--- src/rtl/sorter_pkg.sv ---
// Shared definitions for the sorter datapath: default frame geometry,
// loader FSM states and the pad value used to close partial frames.
package sorter_pkg;

  localparam int unsigned SORT_N_ELEM = 8;
  localparam int unsigned SORT_WIDTH  = 8;

  typedef enum logic {
    LD_FILL = 1'b0,
    LD_HOLD = 1'b1
  } loader_state_t;

  // All-ones sorts to the top, so padded slots never displace real data.
  localparam logic [SORT_WIDTH-1:0] PAD_VALUE = '1;

endpackage : sorter_pkg

--- src/rtl/sort_frame_loader_if.sv ---
// Stream-in / frame-out bundle of the frame loader.
//   in_data/in_valid/in_ready : element stream into the loader
//   flush                     : abort (or, with padding, close) a partial frame
//   frame_data/frame_valid/frame_ready : packed frame handoff to the sorter
//   fill_count                : elements captured in the current/held frame
// slave = the loader, master = upstream source + sorter side.
interface sort_frame_loader_if
  import sorter_pkg::*;
#(
  parameter int unsigned N_ELEM = SORT_N_ELEM,
  parameter int unsigned WIDTH  = SORT_WIDTH
);
  localparam int unsigned CNT_W = $clog2(N_ELEM);

  logic [WIDTH-1:0]        in_data;
  logic                    in_valid;
  logic                    in_ready;
  logic                    flush;
  logic [N_ELEM*WIDTH-1:0] frame_data;
  logic                    frame_valid;
  logic                    frame_ready;
  logic [CNT_W:0]          fill_count;

  modport master (
    output in_data, in_valid, flush, frame_ready,
    input  in_ready, frame_data, frame_valid, fill_count
  );

  modport slave (
    input  in_data, in_valid, flush, frame_ready,
    output in_ready, frame_data, frame_valid, fill_count
  );

endinterface : sort_frame_loader_if

--- src/rtl/sort_frame_loader.sv ---
// Frame loader feeding the odd-even sorter: gathers N_ELEM words from a
// valid/ready stream into one packed frame, holds it until the sorter takes
// it, then refills.
// Ports:
//   clk   - rising-edge clock
//   rst_n - asynchronous active-low reset
//   bus   - sort_frame_loader_if.slave (stream in, frame out, fill_count)
// Optional build macro SORT_LOADER_PAD_EN: flush of a non-empty partial frame
// pads the remaining slots with all-ones and hands the frame over instead of
// discarding it.
module sort_frame_loader
  import sorter_pkg::*;
#(
  parameter int unsigned N_ELEM = SORT_N_ELEM,
  parameter int unsigned WIDTH  = SORT_WIDTH
) (
  input  logic                clk,
  input  logic                rst_n,
  sort_frame_loader_if.slave  bus
);

  localparam int unsigned CNT_W  = $clog2(N_ELEM);
  localparam int unsigned FILL_W = CNT_W + 1;
  localparam logic [FILL_W-1:0] LAST_IDX = FILL_W'(N_ELEM - 1);
`ifdef SORT_LOADER_PAD_EN
  localparam logic [WIDTH-1:0] L_PAD = '1;
`endif

  loader_state_t               r_state;
  loader_state_t               w_state_nxt;
  logic                        r_in_ready;
  logic                        r_frame_valid;
  logic                        w_in_ready_nxt;
  logic                        w_frame_valid_nxt;
  logic [FILL_W-1:0]           r_count;
  logic [N_ELEM-1:0][WIDTH-1:0] r_frame;

  logic w_accept;
  logic w_flush_fill;
  logic w_release;

  // flush wins over a simultaneous element; flush of an empty frame is a no-op.
  assign w_accept     = (r_state == LD_FILL) && bus.in_valid && !bus.flush;
  assign w_flush_fill = (r_state == LD_FILL) && bus.flush && (r_count != '0);
  // In HOLD, frame_ready delivers and a lone flush discards; both return to FILL.
  assign w_release    = (r_state == LD_HOLD) && (bus.frame_ready || bus.flush);

  // State register; handshake outputs registered alongside it.
  always_ff @(posedge clk or negedge rst_n) begin
    if (!rst_n) begin
      r_state       <= LD_FILL;
      r_in_ready    <= 1'b1;
      r_frame_valid <= 1'b0;
    end else begin
      r_state       <= w_state_nxt;
      r_in_ready    <= w_in_ready_nxt;
      r_frame_valid <= w_frame_valid_nxt;
    end
  end

  // Next-state logic.
  always_comb begin
    w_state_nxt = r_state;
    case (r_state)
      LD_FILL: begin
        if (w_accept && (r_count == LAST_IDX)) begin
          w_state_nxt = LD_HOLD;
        end
`ifdef SORT_LOADER_PAD_EN
        if (w_flush_fill) begin
          w_state_nxt = LD_HOLD;
        end
`endif
      end
      LD_HOLD: begin
        if (w_release) begin
          w_state_nxt = LD_FILL;
        end
      end
      default: w_state_nxt = LD_FILL;
    endcase
  end

  // Output decode of the upcoming state, so the registered flags track r_state.
  always_comb begin
    w_in_ready_nxt    = 1'b0;
    w_frame_valid_nxt = 1'b0;
    if (w_state_nxt == LD_FILL) begin
      w_in_ready_nxt = 1'b1;
    end else begin
      w_frame_valid_nxt = 1'b1;
    end
  end

  // Element bank and fill counter; frame contents persist until overwritten.
  always_ff @(posedge clk or negedge rst_n) begin
    if (!rst_n) begin
      r_count <= '0;
      r_frame <= '0;
    end else begin
      if (w_accept) begin
        r_frame[r_count[CNT_W-1:0]] <= bus.in_data;
        r_count                     <= r_count + FILL_W'(1);
      end else if (w_flush_fill) begin
`ifdef SORT_LOADER_PAD_EN
        // Pad unfilled slots; fill_count keeps the true captured count.
        for (int unsigned i = 0; i < N_ELEM; i++) begin
          if (FILL_W'(i) >= r_count) begin
            r_frame[i] <= L_PAD;
          end
        end
`else
        r_count <= '0;
`endif
      end else if (w_release) begin
        r_count <= '0;
      end
    end
  end

  assign bus.in_ready    = r_in_ready;
  assign bus.frame_valid = r_frame_valid;
  assign bus.frame_data  = r_frame;
  assign bus.fill_count  = r_count;

endmodule : sort_frame_loader

--- src/flat_wrapper.sv ---
// flat-port wrapper written by rule: the top's interface ports become plain ports
module sort_frame_loader_flat import sorter_pkg::*;
#(
  parameter int unsigned N_ELEM = SORT_N_ELEM,
  parameter int unsigned WIDTH  = SORT_WIDTH
)
  (clk, rst_n, bus_in_data, bus_in_valid, bus_flush, bus_frame_ready, bus_in_ready, bus_frame_data, bus_frame_valid, bus_fill_count);
  sort_frame_loader_if #(.N_ELEM(N_ELEM), .WIDTH(WIDTH)) bus_i ();
  input  logic clk;
  input  logic rst_n;
  input wire logic [$bits(bus_i.in_data)-1:0] bus_in_data;
  input wire logic [$bits(bus_i.in_valid)-1:0] bus_in_valid;
  input wire logic [$bits(bus_i.flush)-1:0] bus_flush;
  input wire logic [$bits(bus_i.frame_ready)-1:0] bus_frame_ready;
  output wire logic [$bits(bus_i.in_ready)-1:0] bus_in_ready;
  output wire logic [$bits(bus_i.frame_data)-1:0] bus_frame_data;
  output wire logic [$bits(bus_i.frame_valid)-1:0] bus_frame_valid;
  output wire logic [$bits(bus_i.fill_count)-1:0] bus_fill_count;
  assign bus_i.in_data = bus_in_data;
  assign bus_i.in_valid = bus_in_valid;
  assign bus_i.flush = bus_flush;
  assign bus_i.frame_ready = bus_frame_ready;
  assign bus_in_ready = bus_i.in_ready;
  assign bus_frame_data = bus_i.frame_data;
  assign bus_frame_valid = bus_i.frame_valid;
  assign bus_fill_count = bus_i.fill_count;
  sort_frame_loader #(.N_ELEM(N_ELEM), .WIDTH(WIDTH)) u_core (.clk(clk), .rst_n(rst_n), .bus(bus_i));
endmodule
--- config.mk ---
export PLATFORM = sky130hd
export DESIGN_NAME = sort_frame_loader_flat
export DESIGN_NICKNAME = d
export VERILOG_FILES = /design/src/rtl/sorter_pkg.sv /design/src/rtl/sort_frame_loader_if.sv /design/src/rtl/sort_frame_loader.sv /design/src/flat_wrapper.sv
export SDC_FILE = /design/constraint.sdc
export NUM_CORES = 1
export LEC_CHECK = 0
export CAP_MARGIN = 15
export CORE_ASPECT_RATIO = 1.4
export CORE_MARGIN = 10
export CORE_UTILIZATION = 47
export DETAILED_ROUTE_END_ITERATION = 7
export PLACE_DENSITY_LB_ADDON = 0.1
export SYNTH_ARGS = -nofsm -noshare
export SYNTH_HDL_FRONTEND = slang
export SYNTH_SLANG_ARGS = --single-unit
--- constraint.sdc ---
create_clock -name clk -period 2 [get_ports clk]
set_input_delay 0.4 -clock clk [delete_from_list [all_inputs] [get_ports clk]]
set_output_delay 0.4 -clock clk [all_outputs]
set_load 0.005 [all_outputs]
==> results.sh <==
export IMPL_crit_arrival_ns=1.42
export IMPL_die_y_microns=112
export IMPL_p_int_mw=3.89
export IMPL_antenna_left=0
export IMPL_grt_use_total=0.149
export IMPL_drt_wirelength_per_cell_microns=19.3
export IMPL_grt_pass1_wl_mm=11.3
export IMPL_gr_total_overflow=0
export IMPL_ys_seq_area_frac=0.621
export IMPL_slew_headroom=0.745
export IMPL_cts_hold_buffers=0
export IMPL_finalHoldViolations=0
export IMPL_crit_path_end_kind="primary output"
export IMPL_tritoncts="done"
export IMPL_antenna_found_initial=0
export IMPL_synth_top_area_cell="dfrtp_1"
export IMPL_total_power_mw=5.28
export IMPL_cts_buffers_inserted=9
export IMPL_fin_crit_ns=1.82
export IMPL_row_count=33
export IMPL_grt_pass1_vias=2059
export IMPL_crit_path_max_fanout=12
export IMPL_syn_nets=194
export IMPL_synth_area_top_cells="dfrtp_1, mux2_2, dfstp_2, ha_1, nand2_2"
export IMPL_hpwlAfterDp_mm=4.92
export IMPL_fmax_mhz=550
export IMPL_power_frac_seq=0.412
export IMPL_path_delay_family="buffers and inverters"
export IMPL_netlist_area_sq_um=2820
export IMPL_cts_buffer_depth=2
export IMPL_layout_commonest_cell="clkdlybuf4s50_1"
export IMPL_grt_setup_unrepaired="false"
export IMPL_area_growth_pct=43.6
export IMPL_async_reset_ff_frac=1.00
export IMPL_diodes=0
export IMPL_p_sw_mw=1.39
export IMPL_start_kind="flip-flop"
export IMPL_coreArea_sq_um=5860
export IMPL_pre_cts_ws_ns=-0.0667
export IMPL_die_x_microns=85.5
export IMPL_drt_iter0_drc=36
export IMPL_insertion_delay_ns=0.33
export IMPL_slew_violations=0
export IMPL_synthFlopType="dfrtp_1"
export IMPL_first_pass_iters=3
export IMPL_synthDistinctLibCells=32
export IMPL_start_util=0.481
export IMPL_path_cells="clkdlybuf4s50_1"
export IMPL_switching_share=0.263
export IMPL_routed_via_density=5.10
export IMPL_drive_gt1_frac=0.389
export IMPL_cp_slowest_cell="clkdlybuf4s50_1"
export IMPL_htree_levels=3
export IMPL_slowest_delay_ns=0.56
export IMPL_finalSetupViolations=0
export IMPL_synth_seq_cells=70
export IMPL_period_share=0.909
export IMPL_cp_required_ns=1.60
export IMPL_finalSetupTns_ns=0
export IMPL_finalWorstSetupSlack_ns=0.182
export IMPL_cts_clk_slew_worst_paths_ns=0.08
export IMPL_die_area_sq_um=9550
export IMPL_leakage_nw=1.85
export IMPL_place_gp_congestion=0.797
export IMPL_drcViolationCount=0
export IMPL_hp_class="in2async"
export IMPL_clock_sinks=70
export IMPL_combPwrFrac=0.348
export IMPL_cts_root_buffer="clkbuf_8"
export IMPL_synth_edf_count=0
export IMPL_critPathBufInv=1
export IMPL_status="completed"
export IMPL_synthCells=179
export IMPL_synth_top_area_frac=0.612
export IMPL_clock_skew_ns=0.0100
export IMPL_vias=1825
export IMPL_wirelength_mm=6.91
export IMPL_syn_area_per_cell_sq_um=15.8
export IMPL_power_density_nw_per_um2=1300
export IMPL_nets=298
export IMPL_worst_ir_drop_vdd_mv=0.760
export IMPL_worstSetupPathType="reg2out"
export IMPL_tightest_slew_ns=0.383
export IMPL_yosys_warnings=0
export IMPL_grt_max_degree=71
export IMPL_ios=83
export IMPL_maxCapViolCount=0
export IMPL_pwr_share_clk=0.240
export IMPL_io_buffers=82
export IMPL_mostFrequentLayoutCells="clkdlybuf4s50_1, dfrtp_1, mux2_2"
worst paths after layout:
check,startpoint,endpoint,cells after the start,slack (ns)
min,rst_n,u_core.bus.frame_data[24],2,0.07
max reg2reg,u_core.bus.fill_count[0],u_core.bus.fill_count[3],5,0.38
max,u_core.bus.fill_count[2],bus_fill_count[2],1,0.18
min in group clk,u_core.bus.frame_data[4],u_core.bus.frame_data[4],1,0.51
min reg2reg,u_core.bus.frame_data[4],u_core.bus.frame_data[4],1,0.51
max in group asynchronous,rst_n,u_core.bus.frame_data[42],2,1.61
synth_stat cells, types with 2 or more instances:
library cell	number
nor2_1	2
nor2b_1	2
buf_2	4
inv_1	4
nand2_1	2
o21ai_1	2
mux2_2	63
nand4_2	2
nand3_2	2
a21oi_1	2
nand2_2	4
ha_1	2
dfrtp_1	69
routing by layer:
layer | wire, microns | track usage
met1 | 2850 | 0.171
met2 | 3420 | 0.239
met3 | 554 | 0.0620
met4 | 83 | 0.0617
met5 | 0 | 0
logic make-up after synthesis:
logic type	Yosys count	synth area share
and+or+nand+nor	23	0.0700
adders and majority gates	2	0.00886
DFF	70	0.621
AOI/OAI and AO/OA	10	0.0257
muxes	64	0.255
buffers and inverters	10	0.0191
per-stage QoR:
step / utilization / hold WS [ns] / std cells / area (sq um)
after global routing: 0.691 / 0.102 / 358 / 4050
after detailed placement: 0.653 / 0.454 / 342 / 3830
after CTS: 0.691 / 0.0871 / 358 / 4050
final: 0.691 / 0.0654 / 358 / 4050
after global placement: 0.653 / 0.457 / 342 / 3830
after floorplan: - / 0.104 / 179 / 2820
power groups by stage:
stage	registers [mW]	logic, mW	clock network, mW
finish	2.17	1.84	1.27
global route	2.24	2.00	1.36
CTS	2.18	1.89	1.30
detailed placement	2.19	1.88	0
global placement	2.18	1.86	0
floorplan	2.19	0.616	0
sequential cells by signal (all words and copies together) (netlist names):
signal	count
u_core.bus.fill_count	4
u_core.bus.frame_data	64
u_core.bus.frame_valid	1
u_core.bus.in_ready	1
area by class of cell:
type                       instances  area (sq um)
clock buffer                      11           141
sequential                        70          1760
tap                               70          87.6
fill                             450          1810
clock inverter                     5          81.3
timing repair buffer              99           956
multi-input combinational         99          1020
inverter                           4          15.0
timing repair:
item                       4_1_cts  5_1_grt
buffers inserted                 0        0
hold endpoints to repair         0        0
setup endpoints to repair        0        2
gates resized for setup          0        2
No activity file was read; power rests on OpenSTA's default activity.
==> edit 1 (same flow settings) <==
The option `SORT_LOADER_PAD_EN` is turned on by a define.
--- a/src/rtl/sort_frame_loader.sv
+++ b/src/rtl/sort_frame_loader.sv
@@ -8,6 +8,8 @@
 // Optional build macro SORT_LOADER_PAD_EN: flush of a non-empty partial frame
 // pads the remaining slots with all-ones and hands the frame over instead of
 // discarding it.
+`define SORT_LOADER_PAD_EN
+
 module sort_frame_loader
   import sorter_pkg::*;
 #(
Function: changed (Yosys sat finds a counterexample within 4 cycles, from zero or initial values and one cycle with rst_n low).
==> edit 1 against the unedited design <==
Power increased by 16%. Routed wire length is 40% higher. Setup slack worse by 16 ps. Clock power rose by 20%. Clock skew decreased by 4.7 ps. Area after synthesis increased by 16%. Sequential cell count unchanged. Cell area is 12% higher. Critical path depth stayed put. Non-clock buffer count is 7 higher. Largest power group is now combinational cells. Highest routed layer unchanged.
==> edit 1: results (changes against the unedited design) <==
Layout
  – Filler cells: 546 (+21%)
  – Ant diodes: 0 (unchanged)
  – Share of layout cells above drive strength 1: 14.4% (-24 points)
  – Net count of the finished layout: 435 (+46%)

Synthesis
  – Distinct cells, synth: 36 (+13%)
  – Multiplexer share of the synthesized area: 2.76% (-23 points)
  – Synth cell count leaders: nand3_1, dfrtp_1, o21ai_0
  – Cell count after synthesis: 337 (+88%)
  – Post-synthesis adder-cell area fraction: 1.53% (+0.64 points)
  – Sequential fraction of the synthesis area: 53.6% (-8.5 points)
  – Synth Net Count: 354 (+82%)
  – Asr flop ratio synth: 100% (unchanged)
  – Synth Area in Compound Gates: 12.3% (+9.7 points)
  – Dominant cells by area after synthesis: dfrtp_1, nand3_1, o21ai_0

GRT
  – Initial antenna violation count: 0 (unchanged)
  – Largest net degree at the start of global routing: 71 (unchanged)
  – Met1 usage: 22.0% (+5.0 points)
  – Vias in the first global route: 3,093 (+50%)
  – GR Layer Usage met3: 5.26% (-0.94 points)
  – First-pass GRT wire length: 16,200 um (+44%)
  – Global Route met2 Usage: 29.7% (+5.8 points)
  – GRT Util Overall: 18.3% (+3.3 points)

Timing
  – Clk_skew: 5.32 ps (-4.71 ps)
  – Slew headroom: 59.6% (-15 points)
  – Final hold slack: 66.2 ps (+0.766 ps)
  – Final WS setup: 166 ps (-15.8 ps)

Drt
  – Met2 Wirelength: 4820 um (+41%)
  – Post-route met1 wirelength: 3990 um (+40%)
  – DR vias/cell: 5.84 (+15%)
  – Initial DRC Count: 207 (+480%)
  – Via count: 3,008 (+65%)
  – Met3 WL post-DR: 669 um (+21%)
  – TritonRoute pass-1 iters: 5 (+2)
  – Final WL: 9710 um (+40%)

Critical path
  – Worst flop-to-flop path endpoint: u_core.bus.frame_data[0]$_DFFE_PN0P_
  – FF-to-FF path depth: 4 (-1)
  – Setup crit start: u_core.bus.fill_count[3]$_DFFE_PN0P_
  – Setup slack, reg-to-reg: 260 ps (-120 ps)
  – Worst Setup EP: bus_fill_count[3]
  – Worst R2R Start: u_core.bus.fill_count[1]$_DFFE_PN0P_

Placed design
  – Pre-CTS setup slack: -85.4 ps (-18.7 ps)
  – Placer Congestion: 0.815 (+2.2%)
  – Final HPWL DP: 6670 um (+35%)
  – Placed Cells: 499 (+46%)
  – Dpl cell area: 4260 um2 (+11%)

Status
  – Outcome: completed

Clock network
  – Root Buffer Master: clkbuf_8
  – Clock Latency Late Sink: 350 ps (+20 ps)

Power and ir drop
  – Leakage dissipation: 1.60 nW (-13%)
  – Worst VDD drop: 0.847 mV (+11%)
  – Switching fraction of total power: 33.3% (+7.1 points)
## edit 1: changes by cell type after synthesis, sizes merged, moves of 2 or more
| cell | delta |
|---|---|
| nand4 | -2 |
| o21ai | +56 |
| nand2b | +6 |
| nand3 | +112 |
| clkbuf | +22 |
| o211ai | +2 |
| mux2 | -56 |
| o2bb2ai | +2 |
| ha | +2 |
| buf | +8 |
## edit 1: power by group through the flow
stage / Clock (mW) / Sequential (mW) / Combinational, mW
after floorplan: 0 / 2.10 / 1.18
after global placement: 0 / 2.14 / 2.45
after detailed placement: 0 / 2.15 / 2.49
after CTS: 1.54 / 2.13 / 2.51
after global routing: 1.61 / 2.19 / 2.73
final: 1.53 / 2.13 / 2.48
## edit 1: final cells by class
class	instances	area, um2	area share [%]
clock buffers	10	138	3.04
clock inverters	6	133	2.93
inverters	5	18.8	0.414
multi-input cells	226	1340	29.6
flip-flops and latches	70	1760	38.7
well taps	92	115	2.54
repair buffers	106	1030	22.8
==> edit 2 (config.mk and constraints unchanged) <==
Made on the original files. Make the reset (`rst_n`) synchronous in 2 clocked blocks. Comments in the files are not updated.
--- a/src/rtl/sort_frame_loader.sv
+++ b/src/rtl/sort_frame_loader.sv
@@ -46,7 +46,7 @@
   assign w_release    = (r_state == LD_HOLD) && (bus.frame_ready || bus.flush);
 
   // State register; handshake outputs registered alongside it.
-  always_ff @(posedge clk or negedge rst_n) begin
+  always_ff @(posedge clk) begin
     if (!rst_n) begin
       r_state       <= LD_FILL;
       r_in_ready    <= 1'b1;
@@ -93,7 +93,7 @@
   end
 
   // Element bank and fill counter; frame contents persist until overwritten.
-  always_ff @(posedge clk or negedge rst_n) begin
+  always_ff @(posedge clk) begin
     if (!rst_n) begin
       r_count <= '0;
       r_frame <= '0;
Check against the original RTL: differs if rst_n is asserted again (counterexample within 4 cycles, from zero or initial values and one cycle with rst_n low); with rst_n held inactive, the same outputs for 10 cycles.
==> edit 2 against the unedited design <==
Sequential cell count did not move. Routed wire length rose by 14%. Cell area fell by 2.7%. Setup slack got worse by 75 ps. Area after synthesis fell by 2.9%. Critical path type unchanged. Highest routed layer unchanged.
Power is not compared: it rests on default switching activity, and its combinational part moved more than twofold at a synthesized area within 25%.
==> edit 2: results (changes against the unedited design) <==
Placed design
  – Placer Congestion: 0.753 (-5.6%)
  – Placed Cells: 445 (+30%)
  – Pre-CTS setup slack: 57.0 ps (+124 ps)
  – Dpl cell area: 3720 um2 (-2.8%)
  – Number of I/O port buffers: 82 (unchanged)

Synthesis
  – Synth cell count leaders: dfxtp_1, nand2_1, a21oi_1
  – Dominant cells by area after synthesis: dfxtp_1, mux2i_1, a21oi_1
  – Post-synthesis adder-cell area fraction: 0.913% (+0.027 points)
  – Multiplexer share of the synthesized area: 12.1% (-13 points)
  – Syn avg cell area: 9.13 um2 (-42%)
  – Asr flop ratio synth: 0% (-100 points)
  – Distinct cells, synth: 33 (+3.1%)
  – Sequential fraction of the synthesis area: 51.1% (-11 points)
  – Synth Area in Compound Gates: 14.5% (+12 points)
  – Synth Net Count: 315 (+62%)

Drt
  – DRC: 0 (unchanged)
  – Initial DRC Count: 227 (+530%)
  – Final WL: 7880 um (+14%)
  – DR vias/cell: 5.40 (+6.0%)
  – TritonRoute pass-1 iters: 4 (+1)
  – Via count: 2,490 (+36%)

Layout
  – Net count of the finished layout: 403 (+35%)
  – Share of layout cells above drive strength 1: 10.7% (-28 points)
  – Area Overhead vs Synth: 44.0%

Clock network
  – Clock Latency Late Sink: 350 ps (+20 ps)
  – Root Buffer Master: clkbuf_8
  – Max Buffers Root-to-Sink: 2 (unchanged)
  – Cts bufs inserted: 9 (unchanged)
  – Post-CTS setup buffer count: 0 (unchanged)

GRT
  – First-pass GRT wire length: 12,800 um (+13%)
  – Largest net degree at the start of global routing: 34 (-52%)
  – GRT Util Overall: 16.8% (+1.9 points)
  – Vias in the first global route: 2,446 (+19%)

Status
  – Outcome: completed

Critical path
  – Worst EP arrival: 1490 ps (+70 ps)
  – Max incr delay on CP: 590 ps (+30 ps)
  – Crit-path max FO: 12 (unchanged)

Min path
  – Hold Crit Class: register to register

Timing
  – Clk_skew: 8.20 ps (-1.84 ps)
  – Worst-Margin Slew: 400 ps (+16.9 ps)
## edit 2: timing repair
action	in CTS	in global routing
hold buffers	0	0
endpoints found under the hold margin	0	0
endpoints found under the setup margin	0	1
gates resized for setup	0	1
## edit 2: worst paths after layout
| kind | cells past startpoint | start | slack [ps] | to |
|---|---|---|---|---|
| hold reg to reg | 2 | u_core.bus.frame_data[30]$_SDFFE_PN0P_ | 460 | u_core.bus.frame_data[30]$_SDFFE_PN0P_ |
| hold / removal | 2 | u_core.bus.frame_data[30]$_SDFFE_PN0P_ | 460 | u_core.bus.frame_data[30]$_SDFFE_PN0P_ |
| setup / recovery | 1 | u_core.bus.fill_count[1]$_SDFFE_PN0P_ | 110 | bus_fill_count[1] |
| setup reg to reg | 4 | u_core.bus.fill_count[1]$_SDFFE_PN0P_ | 390 | u_core.bus.frame_data[28]$_SDFFE_PN0P_ |
## edit 2: final cells by class
class                           count  share of cell area [%]
Multi-Input combinational cell    205                    31.7
Timing Repair Buffer               99                    24.7
Tap cell                           68                    2.16
Inverter                            3                   0.285
Clock buffer                        9                    3.14
Sequential cell                    70                    35.6
Clock inverter                      7                    2.51
## edit 2: logic make-up after synthesis
kind of cell | count (synthesis)
and+or+nand+nor | 95
AOI/OAI and AO/OA | 75
DFF | 70
muxes | 33
buffers and inverters | 25
adders and majority gates | 2
## edit 2: metal layers
metal	part of all wire, %	GRT usage (%)	vias up
li1	-	-	1227
met1	40	19.3	1172
met2	50	27.8	81
met3	8.7	5.87	10
met4	1.3	7.67	0
met5	0	0	-
## edit 2: power by group through the flow
stage	registers, mW	clock network (mW)	logic (mW)
6_report	1.42	1.26	0.205
3_3_place_gp	1.45	0	0.204
2_1_floorplan	1.45	0	0.0953
4_1_cts	1.42	1.27	0.205
5_1_grt	1.42	1.34	0.223
3_5_place_dp	1.45	0	0.204
